`config.mk`:
```
export PLATFORM = sky130hd
export DESIGN_NAME = fmadd_addend_aligner
export DESIGN_NICKNAME = d
export VERILOG_FILES = /design/src/rtl/fmadd_addend_aligner.sv
export SDC_FILE = /design/constraint.sdc
export NUM_CORES = 1
export LEC_CHECK = 0
export CAP_MARGIN = 10
export CORE_MARGIN = 2
export CORE_UTILIZATION = 45
export CTS_CLUSTER_DIAMETER = 40
export CTS_CLUSTER_SIZE = 24
export DETAILED_ROUTE_END_ITERATION = 16
export PLACE_DENSITY = 0.75
export REMOVE_ABC_BUFFERS = 1
export SLEW_MARGIN = 20
export SYNTH_ARGS = -nofsm -noshare
export SYNTH_HDL_FRONTEND = slang
export SYNTH_SLANG_ARGS = --single-unit
```
`constraint.sdc`:
```
create_clock -name clk -period 2 [get_ports clk]
set_clock_uncertainty 0.15 [all_clocks]
set_input_delay 0.4 -clock clk [delete_from_list [all_inputs] [get_ports clk]]
set_output_delay 0.4 -clock clk [all_outputs]
set_load 0.02 [all_outputs]
```
`src/rtl/fmadd_addend_aligner.sv`:
```
// FMADD front end: widens multiplicands A/B and right-aligns addend C against the
// product exponent (with sticky), two valid/ready pipeline stages.
module fmadd_addend_aligner #(
    parameter int STD = 15,
    parameter int MAN = 6,
    parameter int EXP = 7
) (
    input  logic                          clk,
    input  logic                          rst_l,
    input  logic                          flush,
    input  logic                          in_valid,
    output logic                          in_ready,
    input  logic [STD+1:0]                in_a,
    input  logic [STD+1:0]                in_b,
    input  logic [STD+1:0]                in_c,
    output logic                          out_valid,
    input  logic                          out_ready,
    output logic [3+EXP+2*(MAN+2)-1:0]    out_ext_a,
    output logic [3+EXP+2*(MAN+2)-1:0]    out_ext_b,
    output logic [2*(MAN+2)-1:0]          out_c_mant,
    output logic                          out_sticky,
    output logic signed [EXP+2:0]         out_exp,
    output logic                          out_c_dom,
    output logic                          out_eff_sub
);
    localparam int OPW    = STD + 2;
    localparam int MW     = MAN + 2;
    localparam int EW     = EXP + 1;
    localparam int W_M    = 2 * MW;
    localparam int W_E    = EXP + 3;
    localparam int STAGES = 2;
    localparam logic [W_E-1:0]        BIAS_U = W_E'(2 ** EXP - 1);
    localparam logic signed [W_E-1:0] WM_S   = W_E'(W_M);

    typedef struct packed {
        logic [OPW-1:0] a;
        logic [OPW-1:0] b;
        logic [OPW-1:0] c;
        logic [W_E-1:0] pe;
        logic [W_E-1:0] diff;
        logic           c_zero;
    } s1_t;

    typedef struct packed {
        logic [OPW-1:0] a;
        logic [OPW-1:0] b;
        logic [W_M-1:0] c_mant;
        logic           sticky;
        logic [W_E-1:0] exp;
        logic           c_dom;
        logic           eff_sub;
    } s2_t;

    logic [STAGES:1]        vld_pipe;
    s1_t                    s1_d, s1_q;
    s2_t                    s2_d, s2_q;
    logic                   s1_adv, s2_adv, in_fire;
    logic [W_M-1:0]         m_full;
    logic signed [W_E-1:0]  diff_s;
    logic [W_E-1:0]         ec_ext;

    assign s2_adv   = !vld_pipe[2] || out_ready;
    assign s1_adv   = s2_adv || !vld_pipe[1];
    assign in_ready = s1_adv && !flush && rst_l;
    assign in_fire  = in_valid && in_ready;

    // Product exponent and its distance to the addend exponent, kept in W_E-bit two's complement.
    always_comb begin
        s1_d.a      = in_a;
        s1_d.b      = in_b;
        s1_d.c      = in_c;
        s1_d.pe     = {2'b00, in_a[OPW-2 -: EW]} + {2'b00, in_b[OPW-2 -: EW]} - BIAS_U;
        s1_d.diff   = s1_d.pe - {2'b00, in_c[OPW-2 -: EW]};
        s1_d.c_zero = (in_c[OPW-2 -: EW] == '0) && (in_c[MW-1:0] == '0);
    end

    assign m_full = {s1_q.c[MW-1:0], {MW{1'b0}}};
    assign diff_s = s1_q.diff;
    assign ec_ext = {2'b00, s1_q.c[OPW-2 -: EW]};

    always_comb begin
        s2_d         = '0;
        s2_d.a       = s1_q.a;
        s2_d.b       = s1_q.b;
        s2_d.eff_sub = s1_q.a[OPW-1] ^ s1_q.b[OPW-1] ^ s1_q.c[OPW-1];
        s2_d.exp     = s1_q.pe;
        if (s1_q.c_zero) begin
            s2_d.c_mant = '0;
        end else if (diff_s[W_E-1] || diff_s == '0) begin
            // Addend at or above the product: left unshifted, product gets aligned downstream.
            s2_d.c_mant = m_full;
            s2_d.c_dom  = diff_s[W_E-1];
            if (diff_s[W_E-1])
                s2_d.exp = ec_ext;
        end else if (diff_s < WM_S) begin
            s2_d.c_mant = m_full >> s1_q.diff;
            s2_d.sticky = |(m_full & ~({W_M{1'b1}} << s1_q.diff));
        end else begin
            s2_d.sticky = |s1_q.c[MW-1:0];
        end
    end

    always_ff @(posedge clk or negedge rst_l) begin
        if (!rst_l) begin
            vld_pipe <= '0;
            s1_q     <= '0;
            s2_q     <= '0;
        end else begin
            if (flush) begin
                vld_pipe <= '0;
            end else begin
                if (s1_adv) vld_pipe[1] <= in_valid;
                if (s2_adv) vld_pipe[2] <= vld_pipe[1];
            end
            if (in_fire)
                s1_q <= s1_d;
            if (s2_adv && vld_pipe[1] && !flush)
                s2_q <= s2_d;
        end
    end

    assign out_valid   = vld_pipe[2];
    assign out_ext_a   = {s2_q.a[OPW-1], 1'b0, s2_q.a[STD:0], {MW{1'b0}}};
    assign out_ext_b   = {s2_q.b[OPW-1], 1'b0, s2_q.b[STD:0], {MW{1'b0}}};
    assign out_c_mant  = s2_q.c_mant;
    assign out_sticky  = s2_q.sticky;
    assign out_exp     = s2_q.exp;
    assign out_c_dom   = s2_q.c_dom;
    assign out_eff_sub = s2_q.eff_sub;
endmodule
```
Word level (Yosys, flattened, before mapping) --
Cells that the tools add are included.
Operators by class: add/sub/neg operators 3, multiply operators 0, div/mod/pow operators 0, $lt $le $gt $ge 1, eq/ne operators 0, shift-type cells 2, muxes and demuxes 11, bitwise gates (word level) 4, reductions and logical operators 19
Operators with widths (number):
- 2-to-1 mux 16 bit | 3
- bitwise AND 16 bit | 1
- zero test 8 bit | 2
- inverter 16 bit | 1
- OR reduction 16 bit | 1
- left shift 16 x 10 -> 16 bit (first input constant) | 1
- right shift 16 x 10 -> 16 bit | 1
- 2-to-1 mux 12 bit | 1
- 2-to-1 mux 11 bit | 1
- zero test 10 bit | 1
- less-than comparator 10 x 6 -> 1 bit (second input constant) | 1
- 2-to-1 mux 10 bit | 1
- subtractor 10 x 8 -> 10 bit | 1
- subtractor 9 x 7 -> 10 bit (second input constant) | 1
- adder 8 x 8 -> 9 bit | 1
- OR reduction 8 bit | 1
- logical AND 1 bit | 6
- 2-to-1 mux 1 bit | 4
- nonzero test 2 bit | 2
- zero test 1 bit | 3
- logical OR 1 bit | 3
- 2-to-1 mux 2 bit | 1
- XOR 1 bit | 2
Storage, ports and cells: register bits after elaboration 137, latch bits 0, RAM bits 0, memory bits (read-only) 0, bits of input ports 56, output and inout bits 83, memories kept 0

Longest topological paths before layout --
depth after elaboration 7, depth in mapped cells 15

Worst setup path before layout --
No wires, ideal clock.
kind input-to-reg, start point in in_a[9], end point reg s1_q, in the netlist diff_s[8], arrival time 3.099 ns, setup slack -1.386 ns, cell stages on the path 13, buffers on the path 0, cell sequence ha_1 -> ha_1 -> fa_1 -> a211oi_1 -> nor2_1 -> o21a_1 -> nor2_1 -> xnor2_1 -> ha_1 -> or4_1 -> o221ai_1 -> xor2_1 -> o21ai_0
RTL lines:
- start: declaration | line 13 | input logic [STD+1:0] in_a,
- end signal: assignment | line 106 | s1_q <= '0;
- end signal: assignment | line 116 | s1_q <= s1_d;
- end: declaration | line 55 | s1_t s1_d, s1_q;

==> reports/metrics.sh <==
OUTCOME='finished, violations left'
FAILED_CHECKS='negative hold slack, negative setup slack'
TOP_LEVEL_PORTS=139
POWER_LEAKAGE_nW=4.44
CRIT_PATH_MAX_FANOUT=5
MOSTFREQUENTLAYOUTCELLS='sky130_fd_sc_hd__nand2_1 (168), sky130_fd_sc_hd__dfrtp_1 (137), sky130_fd_sc_hd__clkdlybuf4s50_1 (96)'
POST_ROUTE_CELLS_DRIVE_ABOVE_1_SHARE_PCT=30.3
X_DIMENSION_OF_THE_DIE_UM=126
DIE_H_UM=126
SYN_INST=664
ANTENNA_CELLS_INSERTED=0
GR-MAX-USAGE-LAYER='met2'
P_SEQ_SHARE_PCT=34.5
DRC=0
HPWL_DP_UM=11800
SYNTH_ENABLE_FLOP_CELLS=0
YOSYSTOPAREACELL='sky130_fd_sc_hd__dfrtp_1'
PATH_CLASS='input pin to flop'
R2R_CELLS=6
GR-USAGE-MET2_PCT=38.1
CRITPATHARRIVALTIME_PS=3250
CTS_TREE='done'
HOLD_VIOL=43
GRT_USE_MET1_PCT=29.4
FINAL_CELL_AREA_UM2=9730
FIRST_GLOBAL_VIAS=5877
PERIOD_MINUS_SLACK_PS=3090
FINAL_COMMON_CELL='sky130_fd_sc_hd__nand2_1'
GRTUSAGEMET3_PCT=4.59
SYNTHDOMINANTCELLAREASHARE_PCT=51.1
FLOORPLAN.INITIALDENSITY_PCT=46.2
SLEW_HEADROOM_PCT=51.1
FP-ROW-COUNT=44
TIMING.CRITICAL_PATH.SLOWEST_STAGE_CELL='sky130_fd_sc_hd__or4_4'
ROUTE.FINAL.WIRE_LENGTH_UM=18700
P_COMB_SHARE_PCT=37.2
HOLDBUFCOUNTCTS=0
POSTSYNTHAREAPERCELL_UM2=10.1
TIMING.HOLD.WORST.CLASS='input pin to asynchronous set/reset pin'
FINALCRITPERIODSHARE_PCT=154
INITIAL_ANTENNA_VIOLATION_COUNT=0
NUMCTSBUFFERS=17
CLOCK_SINK_COUNT=137
GRT_START_MAX_NET_PINS=138
WORSTPATHCELLLIST='buf_6, ha_4, ha_4, fa_2, buf_4, buf_4, a21o_1, a211oi_2, nor2_2, ha_4, or4_4, o221ai_4, xor2_1, o21ai_1'
WORST_SLACK_PS=-1090
CTS-ROOT-BUF='sky130_fd_sc_hd__clkbuf_16'
DESIGN.FINAL.NETS=927
SYNTHESIS.YOSYS.WARNINGS=0
RR_ENDPOINT='out_c_mant[10]$_DFFE_PN0P_'
NETLIST_AREA_UM2=6710
POWER.CLOCK.FRACTION_PCT=28.3
FINAL.FILL_COUNT=1046
DIE_AREA_UM2=15900
ROUTE.VIAS.TOTAL=5683
FIN_SETUP_TNS_PS=-6980
FINAL_SETUP_VIOLS=15
INITIALDRTVIOLATIONCOUNT=322
INTERNAL-POWER_mW=7.42
ASYNC_RESET_FF_SHARE_PCT=100
P_SW_SHARE_PCT=33.6
GLOBAL_ROUTE_WIRE_LENGTH_BEFORE_REPAIR_UM=29600
DRV.MAX_CAP_VIOLATION_COUNT=0
GLOBALROUTEOVERFLOWTOTAL=0
TRACK_USAGE_PCT=23.2
AREA_GROWTH_SYN_TO_LAYOUT_PCT=44.9
CLOCK_TREE.HTREE_LEVEL_COUNT=4
REGTOREGSTARTPOINT='vld_pipe[2]$_DFFE_PN0P_'
TIMING.CRITICAL_PATH.BUF_INV=3
POWER.DENSITY_nW_PER_UM2=1150
HOLDWS_PS=-27.6
FINALCOREUTILIZATION_PCT=66.9
TIMING_WORST_SLEW_PIN_VALUE_PS=734
WORST_EP_REQUIRED_TIME_PS=2160
ANTENNA_VIOLATING_NETS_POST_ROUTE=0
SYNTH_FF_TYPE='sky130_fd_sc_hd__dfrtp_1'
MAX_CLOCK_FREQ_MHz=324
NETSWITCHINGPOWER_mW=3.76
DETAIL_ROUTE.VIAS_PER_CELL=5.45
WORSTSETUPENDPOINTTYPE='flop'
CELL_REPEATED_MOST_ALONG_THE_WORST_PATH='sky130_fd_sc_hd__ha_4'
VDD_IR_MAX_uV=700
SEQ_AREA_FRAC_SYNTH_PCT=51.1
SYNTH.AREA.TOP_CELLS='sky130_fd_sc_hd__dfrtp_1 (51%), sky130_fd_sc_hd__nand2_1 (9.7%), sky130_fd_sc_hd__mux2_2 (8.9%)'
WORST_PATH_LARGEST_CELL_DELAY_PS=450
SYNTH_CELL_TYPE_COUNT=56
YOSYS_REGISTER_BITS=137
DR.PASS1.ITERS=7
COREAREA_UM2=14500
FINALWEIGHTEDCONGESTION=0.858
RSZ_0062_RAISED_AFTER_GLOBAL_ROUTING='true'
ROUTEDWLPERCELL_UM=17.9
NUMPORTBUFFERS=120
WORSTSETUPSTARTPOINTTYPE='input pin'
R2R_SETUP_SLACK_PS=-70
CRITPATHTOPFAMILY='adder cells'
CLK-INSERTION-DELAY-LATE_PS=430
FINAL_MAX_TRAN_VIOLS=0
CLK_PATH_BUF_DEPTH=2
CLK_PIN_SLEW_PS=60
AREA_OF_PLACED_INSTANCES_UM2=8460
-- timing repair --
action	CTS	global route
pin swaps	53	34
endpoints found under the setup margin	57	32
gates cloned	0	0
resized for setup	141	38
buffers inserted	11	11
-- state kept, by name (all words and copies together), names as in the netlist --
name         cells
out_c_mant      16
out_eff_sub      1
ec_ext           8
out_sticky       1
out_ext_b       17
vld_pipe         2
diff_s          10
s1_q            46
out_c_dom        1
out_exp         10
out_ext_a       17
m_full           8
-- area by class of cell --
| cell class | count | area [µm²] | share of cell area (%) |
|---|---|---|---|
| multi-input cells | 475 | 3540 | 36.4 |
| flip-flops and latches | 137 | 3430 | 35.2 |
| repair buffers | 198 | 1860 | 19.2 |
| clock buffers | 19 | 443 | 4.55 |
| well taps | 184 | 230 | 2.37 |
| clock inverters | 13 | 153 | 1.57 |
| inverters | 17 | 68.8 | 0.707 |
-- kinds of logic (layout without fill, tap and decap cells) --
group / count (synthesis) / count (layout) / share of synthesized area [%]
compound gates: 112 / 112 / 11.0
xor+xnor: 10 / 10 / 1.30
fa+ha+maj: 25 / 25 / 4.88
buf+inv: 69 / 247 / 5.05
flops: 137 / 137 / 51.1
mux: 61 / 61 / 10.3
other cells: 1 / 18 / 0.0559
simple gates: 249 / 249 / 16.4
-- power groups by stage --
stage / logic (mW) / clock network (mW) / registers, mW
5_1_grt: 4.46 / 3.34 / 3.94
3_5_place_dp: 3.51 / 0 / 3.89
2_1_floorplan: 1.50 / 0 / 4.27
6_report: 4.16 / 3.17 / 3.86
4_1_cts: 3.87 / 3.20 / 3.84
3_3_place_gp: 3.39 / 0 / 3.85
-- worst max-delay path by stage --
stage                             from                      to  slack, ps  cells past startpoint
6_report                       in_b[9]   diff_s[8]$_DFFE_PN0P_      -1090                     14
5_1_grt                        in_b[8]   diff_s[8]$_DFFE_PN0P_      -1100                     16
4_1_cts                        in_b[9]   diff_s[8]$_DFFE_PN0P_       -940                     14
3_5_place_dp                   in_a[9]   diff_s[8]$_DFFE_PN0P_      -2010                     14
3_3_place_gp                   in_a[9]   diff_s[8]$_DFFE_PN0P_      -1870                     14
2_1_floorplan  vld_pipe[2]$_DFFE_PN0P_  out_exp[0]$_DFFE_PN0P_      -1950                      3
-- metal layers --
metal  vias up  wire, µm
li1       2613         -
met4         0       690
met1      2797      7840
met3        57       868
met5         -         0
met2       216      9300
-- cells in the mapped netlist, types with 5 or more instances --
| cell type | instances |
|---|---|
| sky130_fd_sc_hd__inv_1 | 17 |
| sky130_fd_sc_hd__xor2_1 | 5 |
| sky130_fd_sc_hd__a21oi_1 | 13 |
| sky130_fd_sc_hd__clkbuf_1 | 21 |
| sky130_fd_sc_hd__dfrtp_1 | 137 |
| sky130_fd_sc_hd__o21a_1 | 6 |
| sky130_fd_sc_hd__a22o_1 | 6 |
| sky130_fd_sc_hd__mux2i_1 | 7 |
| sky130_fd_sc_hd__a31oi_1 | 12 |
| sky130_fd_sc_hd__nor2b_1 | 5 |
| sky130_fd_sc_hd__buf_1 | 8 |
| sky130_fd_sc_hd__o31ai_1 | 6 |
| sky130_fd_sc_hd__nand2b_1 | 7 |
| sky130_fd_sc_hd__buf_4 | 18 |
| sky130_fd_sc_hd__mux2_2 | 53 |
| sky130_fd_sc_hd__nor4_1 | 7 |
| sky130_fd_sc_hd__xnor2_1 | 5 |
| sky130_fd_sc_hd__ha_1 | 23 |
| sky130_fd_sc_hd__nand2_1 | 173 |
| sky130_fd_sc_hd__o21ai_0 | 40 |
| sky130_fd_sc_hd__nor2_1 | 34 |
-- stage by stage --
stage | std cells | worst slack [ps] | total power [mW] | hold WS (ps)
after floorplan | 629 | -1950 | 5.77 | -45.6
after global placement | 993 | -1870 | 7.24 | 290
after detailed placement | 993 | -2010 | 7.39 | 299
after CTS | 1034 | -940 | 10.9 | 29.2
after global routing | 1043 | -1100 | 11.7 | 28.6
final | 1043 | -1090 | 11.2 | -27.6
Power figures use the tool's default switching activity.
